<file path="src/rtl/audio_pkg.sv">
// Shared types for the stereo audio monitoring path.
package audio_pkg;

  localparam int SAMPLE_W = 32;

  typedef logic signed [SAMPLE_W-1:0] sample_t;

  typedef enum logic [1:0] {
    ACTIVE  = 2'd0,
    QUALIFY = 2'd1,
    SILENT  = 2'd2,
    RESUME  = 2'd3
  } silence_state_e;

  // RESUME still reports silence: the stream has not yet proven it is loud.
  function automatic logic is_silent_state(input silence_state_e s);
    return (s == SILENT) || (s == RESUME);
  endfunction

endpackage

</file>
<file path="src/rtl/sat_abs.sv">
// Combinational saturating magnitude of a signed sample; the most negative
// code maps to the largest positive magnitude instead of wrapping to zero.
module sat_abs #(
  parameter int DATA_W = 32
) (
  input  logic signed [DATA_W-1:0] val_i,
  output logic        [DATA_W-2:0] mag_o
);

  always_comb begin
    if (!val_i[DATA_W-1]) begin
      mag_o = val_i[DATA_W-2:0];
    end else if (val_i[DATA_W-2:0] == '0) begin
      mag_o = '1;
    end else begin
      mag_o = ~val_i[DATA_W-2:0] + (DATA_W-1)'(1);
    end
  end

endmodule

</file>
<file path="src/rtl/silence_detector.sv">
// Stereo silence detector: one register stage computes per-frame quietness,
// a hysteresis FSM turns runs of quiet/loud frames into a silent flag and pulses.
module silence_detector
  import audio_pkg::*;
#(
  parameter int DATA_W          = 32,
  parameter int SILENCE_SAMPLES = 4800,
  parameter int RESUME_SAMPLES  = 4,
  parameter int CNT_W           = $clog2(SILENCE_SAMPLES + 1)
) (
  input  logic                     clk,
  input  logic                     reset,
  input  logic                     enable,
  input  logic                     sample_valid,
  input  logic signed [DATA_W-1:0] in_L,
  input  logic signed [DATA_W-1:0] in_R,
  input  logic        [DATA_W-2:0] thresh,
  output logic                     silent,
  output logic                     silence_start,
  output logic                     silence_end,
  output logic        [CNT_W-1:0]  run_len
);

  localparam int LCNT_W = $clog2(RESUME_SAMPLES + 1);
  localparam logic [CNT_W-1:0]  SIL_LAST = CNT_W'(SILENCE_SAMPLES);
  localparam logic [LCNT_W-1:0] RES_LAST = LCNT_W'(RESUME_SAMPLES);
  localparam logic [CNT_W-1:0]  CNT_ONE  = CNT_W'(1);
  localparam logic [LCNT_W-1:0] LCNT_ONE = LCNT_W'(1);

  logic [DATA_W-2:0] mag_l_s;
  logic [DATA_W-2:0] mag_r_s;
  logic              quiet_s;

  logic              v1_q;
  logic              quiet_q;

  silence_state_e    state_q, state_d;
  logic [CNT_W-1:0]  cnt_q, cnt_d;
  logic [LCNT_W-1:0] lcnt_q, lcnt_d;
  logic              silent_q;
  logic              start_q, start_d;
  logic              end_q, end_d;

  sat_abs #(.DATA_W(DATA_W)) u_abs_l (.val_i(in_L), .mag_o(mag_l_s));
  sat_abs #(.DATA_W(DATA_W)) u_abs_r (.val_i(in_R), .mag_o(mag_r_s));

  assign quiet_s = (mag_l_s <= thresh) && (mag_r_s <= thresh);

  // Next-state logic; the FSM only moves when a registered frame is present.
  always_comb begin
    state_d = state_q;
    cnt_d   = cnt_q;
    lcnt_d  = lcnt_q;
    start_d = 1'b0;
    end_d   = 1'b0;
    if (v1_q) begin
      case (state_q)
        ACTIVE: begin
          if (quiet_q) begin
            cnt_d = CNT_ONE;
            if (SIL_LAST == CNT_ONE) begin
              state_d = SILENT;
              start_d = 1'b1;
            end else begin
              state_d = QUALIFY;
            end
          end else begin
            cnt_d = '0;
          end
        end
        QUALIFY: begin
          if (quiet_q) begin
            cnt_d = cnt_q + CNT_ONE;
            if (cnt_q + CNT_ONE == SIL_LAST) begin
              state_d = SILENT;
              start_d = 1'b1;
            end else begin
              state_d = QUALIFY;
            end
          end else begin
            state_d = ACTIVE;
            cnt_d   = '0;
          end
        end
        SILENT: begin
          if (!quiet_q) begin
            if (RES_LAST == LCNT_ONE) begin
              state_d = ACTIVE;
              cnt_d   = '0;
              lcnt_d  = '0;
              end_d   = 1'b1;
            end else begin
              state_d = RESUME;
              lcnt_d  = LCNT_ONE;
            end
          end else begin
            state_d = SILENT;
          end
        end
        RESUME: begin
          if (!quiet_q) begin
            if (lcnt_q + LCNT_ONE == RES_LAST) begin
              state_d = ACTIVE;
              cnt_d   = '0;
              lcnt_d  = '0;
              end_d   = 1'b1;
            end else begin
              lcnt_d  = lcnt_q + LCNT_ONE;
            end
          end else begin
            state_d = SILENT;
            lcnt_d  = '0;
          end
        end
        default: begin
          state_d = ACTIVE;
          cnt_d   = '0;
          lcnt_d  = '0;
        end
      endcase
    end else begin
      state_d = state_q;
    end
  end

  // Stage-1 capture plus FSM state, counters and registered outputs.
  always_ff @(posedge clk or posedge reset) begin
    if (reset) begin
      v1_q     <= 1'b0;
      quiet_q  <= 1'b0;
      state_q  <= ACTIVE;
      cnt_q    <= '0;
      lcnt_q   <= '0;
      silent_q <= 1'b0;
      start_q  <= 1'b0;
      end_q    <= 1'b0;
    end else if (!enable) begin
      v1_q     <= 1'b0;
      quiet_q  <= 1'b0;
      state_q  <= ACTIVE;
      cnt_q    <= '0;
      lcnt_q   <= '0;
      silent_q <= 1'b0;
      start_q  <= 1'b0;
      end_q    <= 1'b0;
    end else begin
      v1_q <= sample_valid;
      if (sample_valid) begin
        quiet_q <= quiet_s;
      end
      state_q  <= state_d;
      cnt_q    <= cnt_d;
      lcnt_q   <= lcnt_d;
      silent_q <= is_silent_state(state_d);
      start_q  <= start_d;
      end_q    <= end_d;
    end
  end

  assign silent        = silent_q;
  assign silence_start = start_q;
  assign silence_end   = end_q;
  assign run_len       = cnt_q;

endmodule

</file>
<file path="config.mk">
export PLATFORM = sky130hd
export DESIGN_NAME = silence_detector
export DESIGN_NICKNAME = d
export VERILOG_FILES = /design/src/rtl/audio_pkg.sv /design/src/rtl/sat_abs.sv /design/src/rtl/silence_detector.sv
export SDC_FILE = /design/constraint.sdc
export NUM_CORES = 1
export LEC_CHECK = 0
export CORE_UTILIZATION = 32
export DETAILED_ROUTE_END_ITERATION = 6
export PLACE_DENSITY_LB_ADDON = 0.1
export SLEW_MARGIN = 20
export SYNTH_ARGS = -nofsm -noshare
export SYNTH_HDL_FRONTEND = slang
export SYNTH_HIERARCHICAL = 1
export SYNTH_SLANG_ARGS = --single-unit
</file>
<file path="constraint.sdc">
create_clock -name clk -period 2.1 [get_ports clk]
set_clock_uncertainty 0.2 [all_clocks]
set_input_delay 0.21 -clock clk [delete_from_list [all_inputs] [get_ports clk]]
set_output_delay 0.21 -clock clk [all_outputs]
set_load 0.05 [all_outputs]
</file>
==> flow_metrics.tcl <==
set metrics [dict create \
    ir_drop_mv 0.250 \
    fin_cells 1101 \
    grt_pass1_vias 5860 \
    avgRoutedWirePerCell_microns 15.2 \
    synth_area_per_cell_sq_um 7.42 \
    setup_slack_ps -1590 \
    p_leak_nw 3.81 \
    crit_slowest_cell "or4_4" \
    max_cap_violations 0 \
    crit_start "in_R[10]" \
    regArea_sq_um 593 \
    reg2regPathDepth 7 \
    synthesis.area_sq_um 4670 \
    drt_iter0_drc 296 \
    htree_levels 1 \
    synthArstFlopShare_pct 100 \
    status "finished, violations left" \
    synth_edf_count 0 \
    final_layout_size_suffix_gt1_share_pct 33.2 \
    endpoint_kind "register" \
    synth_area_leaders "ha_1 (18%), dfrtp_1 (12%), nand2_1 (5.3%)" \
    use_met1_pct 26.3 \
    tightest_slew_ps 518 \
    fin_crit_sh_pct 176 \
    busiest_layer "met2" \
    yosysSeqAreaShare_pct 12.3 \
    yosys_warnings 6 \
    hold_path_class "in -> async" \
    tns_ps -1710 \
    coreArea_sq_um 14000 \
    rrSetupSlack_ps -120 \
    power.total_mw 2.08 \
    die_h_microns 123 \
    cp_cell_sequence "buf_6 -> or4_4 -> or4_4 -> or3_4 -> o31a_1 -> o22a_1 -> ha_4 -> nand4_1 -> buf_4 -> buf_4 -> buf_4 -> buf_4 -> buf_4 -> nor2_1 -> a31o_2 -> o32ai_2" \
    gr-total-overflow 0 \
    multi_input_area_sq_um 4290 \
    cts_sinks 23 \
    synth_cell_types 70 \
    drv_slew 0 \
    ys_ff_latch 23 \
    clk_pin_slew_worst_paths_ps 60 \
    syn_to_final_growth_pct 72.3 \
    ys.flop_type "dfrtp_1" \
    syn_nets 796 \
    crit_type "in -> reg" \
    final_core_util_pct 57.3 \
    worstSetupPathDepth 16 \
    cts.path.max_buffers 2 \
    worstReg2RegEnd "state_q[0]" \
    drt_wl_total_microns 16700 \
    track_usage_pct 22.1 \
    failed_checks "setup timing" \
    yosysTopAreaCell "ha_1" \
    grt_pass1_wl_microns 26800 \
    pwr_density_cell_nw_per_um2 258 \
    fillCellCount 1281 \
    timing.rr.start "run_len[1]" \
    start_util_pct 33.3 \
    ios 115 \
    dpl.hpwl_microns 13600 \
    fp.dieArea_sq_um 15100 \
    avgViaCountPerCell 5.35 \
    rsz0062_at_grt "yes" \
    fmax_mhz 271 \
    final_nets 1088 \
    hold_viol 0 \
    drcViolationCount 0 \
    port_buffers 114 \
    root_buffer "clkbuf_16" \
    cp_max_fo 4 \
    worstPathRequired_ps 2040 \
    use_met3_pct 1.21 \
    slew_headroom_pct 65.1 \
    rows 43 \
    cp_top_family "simple AND/OR/NAND/NOR gates" \
    antenna_found_initial 0 \
    cts_tree "done" \
    synth_top_area_share_pct 17.9 \
    cts_buffers 3 \
    critPathCapture "quiet_q" \
    slowest_delay_ps 540 \
    clkLatencyLatePin_ps 260 \
    cpMostUsedCell "buf_4" \
    period_needed_ps 3690 \
    diodes 0 \
    cp_num_buf_inv 6 \
    drtAntennaViolNets 0 \
    placedCellCount 1072 \
    crit_path_start_kind "primary input" \
    routabilityCongestion 0.887 \
    num_vias 5886 \
    first_pass_iters 6 \
    worstPathArrival_ps 3640 \
    die_w_microns 123 \
    use_met2_pct 41.4 \
    setup-violations-final 2 \
    cts-hold-fix-buffers 0 \
    synth_cells 630 \
    grt_max_degree 29 \
]
==> metrics by stage <==
step	hold slack (ps)	worst slack, ps	cell area (sq um)
after floorplan	11.2	-1500	4800
final	107	-1590	8050
after CTS	115	-1630	7710
after detailed placement	337	-2190	7380
after global placement	333	-2140	7380
after global routing	156	-1760	8050
==> worst reg2reg max path: cells and delay by family (launching register included) <==
family                     cells  cell delay [ps]
AOI/OAI and AO/OA              3              750
DFF                            1              460
adders and majority gates      1              210
and+or+nand+nor                3              490
==> kinds of logic after synthesis <==
| group | after synthesis | synth area share, % |
|---|---|---|
| AOI/OAI and AO/OA | 193 | 28.5 |
| xor gates and xnor gates | 31 | 5.81 |
| adders and majority gates | 67 | 17.9 |
| buffers and inverters | 82 | 6.67 |
| DFF | 23 | 12.3 |
| and+or+nand+nor | 234 | 28.8 |
==> cell type report <==
cell class / instances / share of cell area, %
multi-input combinational: 525 / 53.3
timing repair buffer: 309 / 32.8
sequential: 23 / 7.37
inverter: 60 / 2.80
tap: 180 / 2.80
clock buffer: 3 / 0.932
clock inverter: 1 / 0.0622
==> layout by cell type (no fill, tap or decap), types with 5 or more instances in the layout <==
master,count
inv_1,58
buf_6,5
or4_4,8
o31a_1,15
or3_1,7
nor4_4,7
xor2_1,19
nand2_1,64
a21o_1,6
dfrtp_1,11
o41ai_1,5
nor3_1,14
dlymetal6s2s_1,7
o21ai_1,13
o21ai_0,40
buf_4,188
dfrtp_2,11
o31ai_1,8
a21oi_1,31
o21a_1,5
nand2b_1,7
nand4_1,9
o211ai_1,8
o22a_1,8
nand3_1,19
a21oi_2,6
nor2_1,26
clkdlybuf4s50_1,90
xnor2_1,11
or3_4,7
ha_1,63
nor2b_1,7
==> synth_stat cells, drive strengths merged, types with 15 or more instances <==
cell type / n
o21ai: 55
xor2: 20
nand3: 21
ha: 67
inv: 60
dfrtp: 23
clkbuf: 19
nor3: 17
o31a: 15
nand2: 68
a21oi: 37
nor2: 26
==> how the worst min path moves through the flow <==
stage,slack (ps),start,endpoint,depth (start not counted)
2_1_floorplan,10,reset,lcnt_q[0],1
3_3_place_gp,330,lcnt_q[2],lcnt_q[2],1
3_5_place_dp,340,run_len[12],run_len[12],1
4_1_cts,120,reset,run_len[12],3
5_1_grt,160,reset,run_len[12],3
6_report,110,reset,silence_end,3
==> where the power goes <==
group          internal (mW)  total, mW  switching [mW]
registers              0.449      0.461          0.0119
clock network          0.257      0.435           0.178
logic                  0.634       1.18           0.548
total                   1.34       2.08           0.738
==> metal layers <==
metal | part of all wire [%] | vias up | wire [microns]
met4 | 2.7 | 0 | 450
met5 | 0 | - | 0
met3 | 3.4 | 33 | 570
met2 | 50 | 150 | 8440
met1 | 43 | 2751 | 7280
li1 | - | 2952 | -
==> registers in the layout, summed over array words and instances (netlist names) <==
signal and cells:
v1_q 1, lcnt_q 3, silence_end 1, silence_start 1, run_len 13, state_q 2, silent 1, quiet_q 1
==> timing repair <==
item                                    4_1_cts  5_1_grt
endpoints found under the setup margin       11       14
gates cloned                                  0        1
gates resized for setup                      70       66
buffers inserted                             12       12
pin swaps                                    31       42
(Power assumes the default switching activity.)
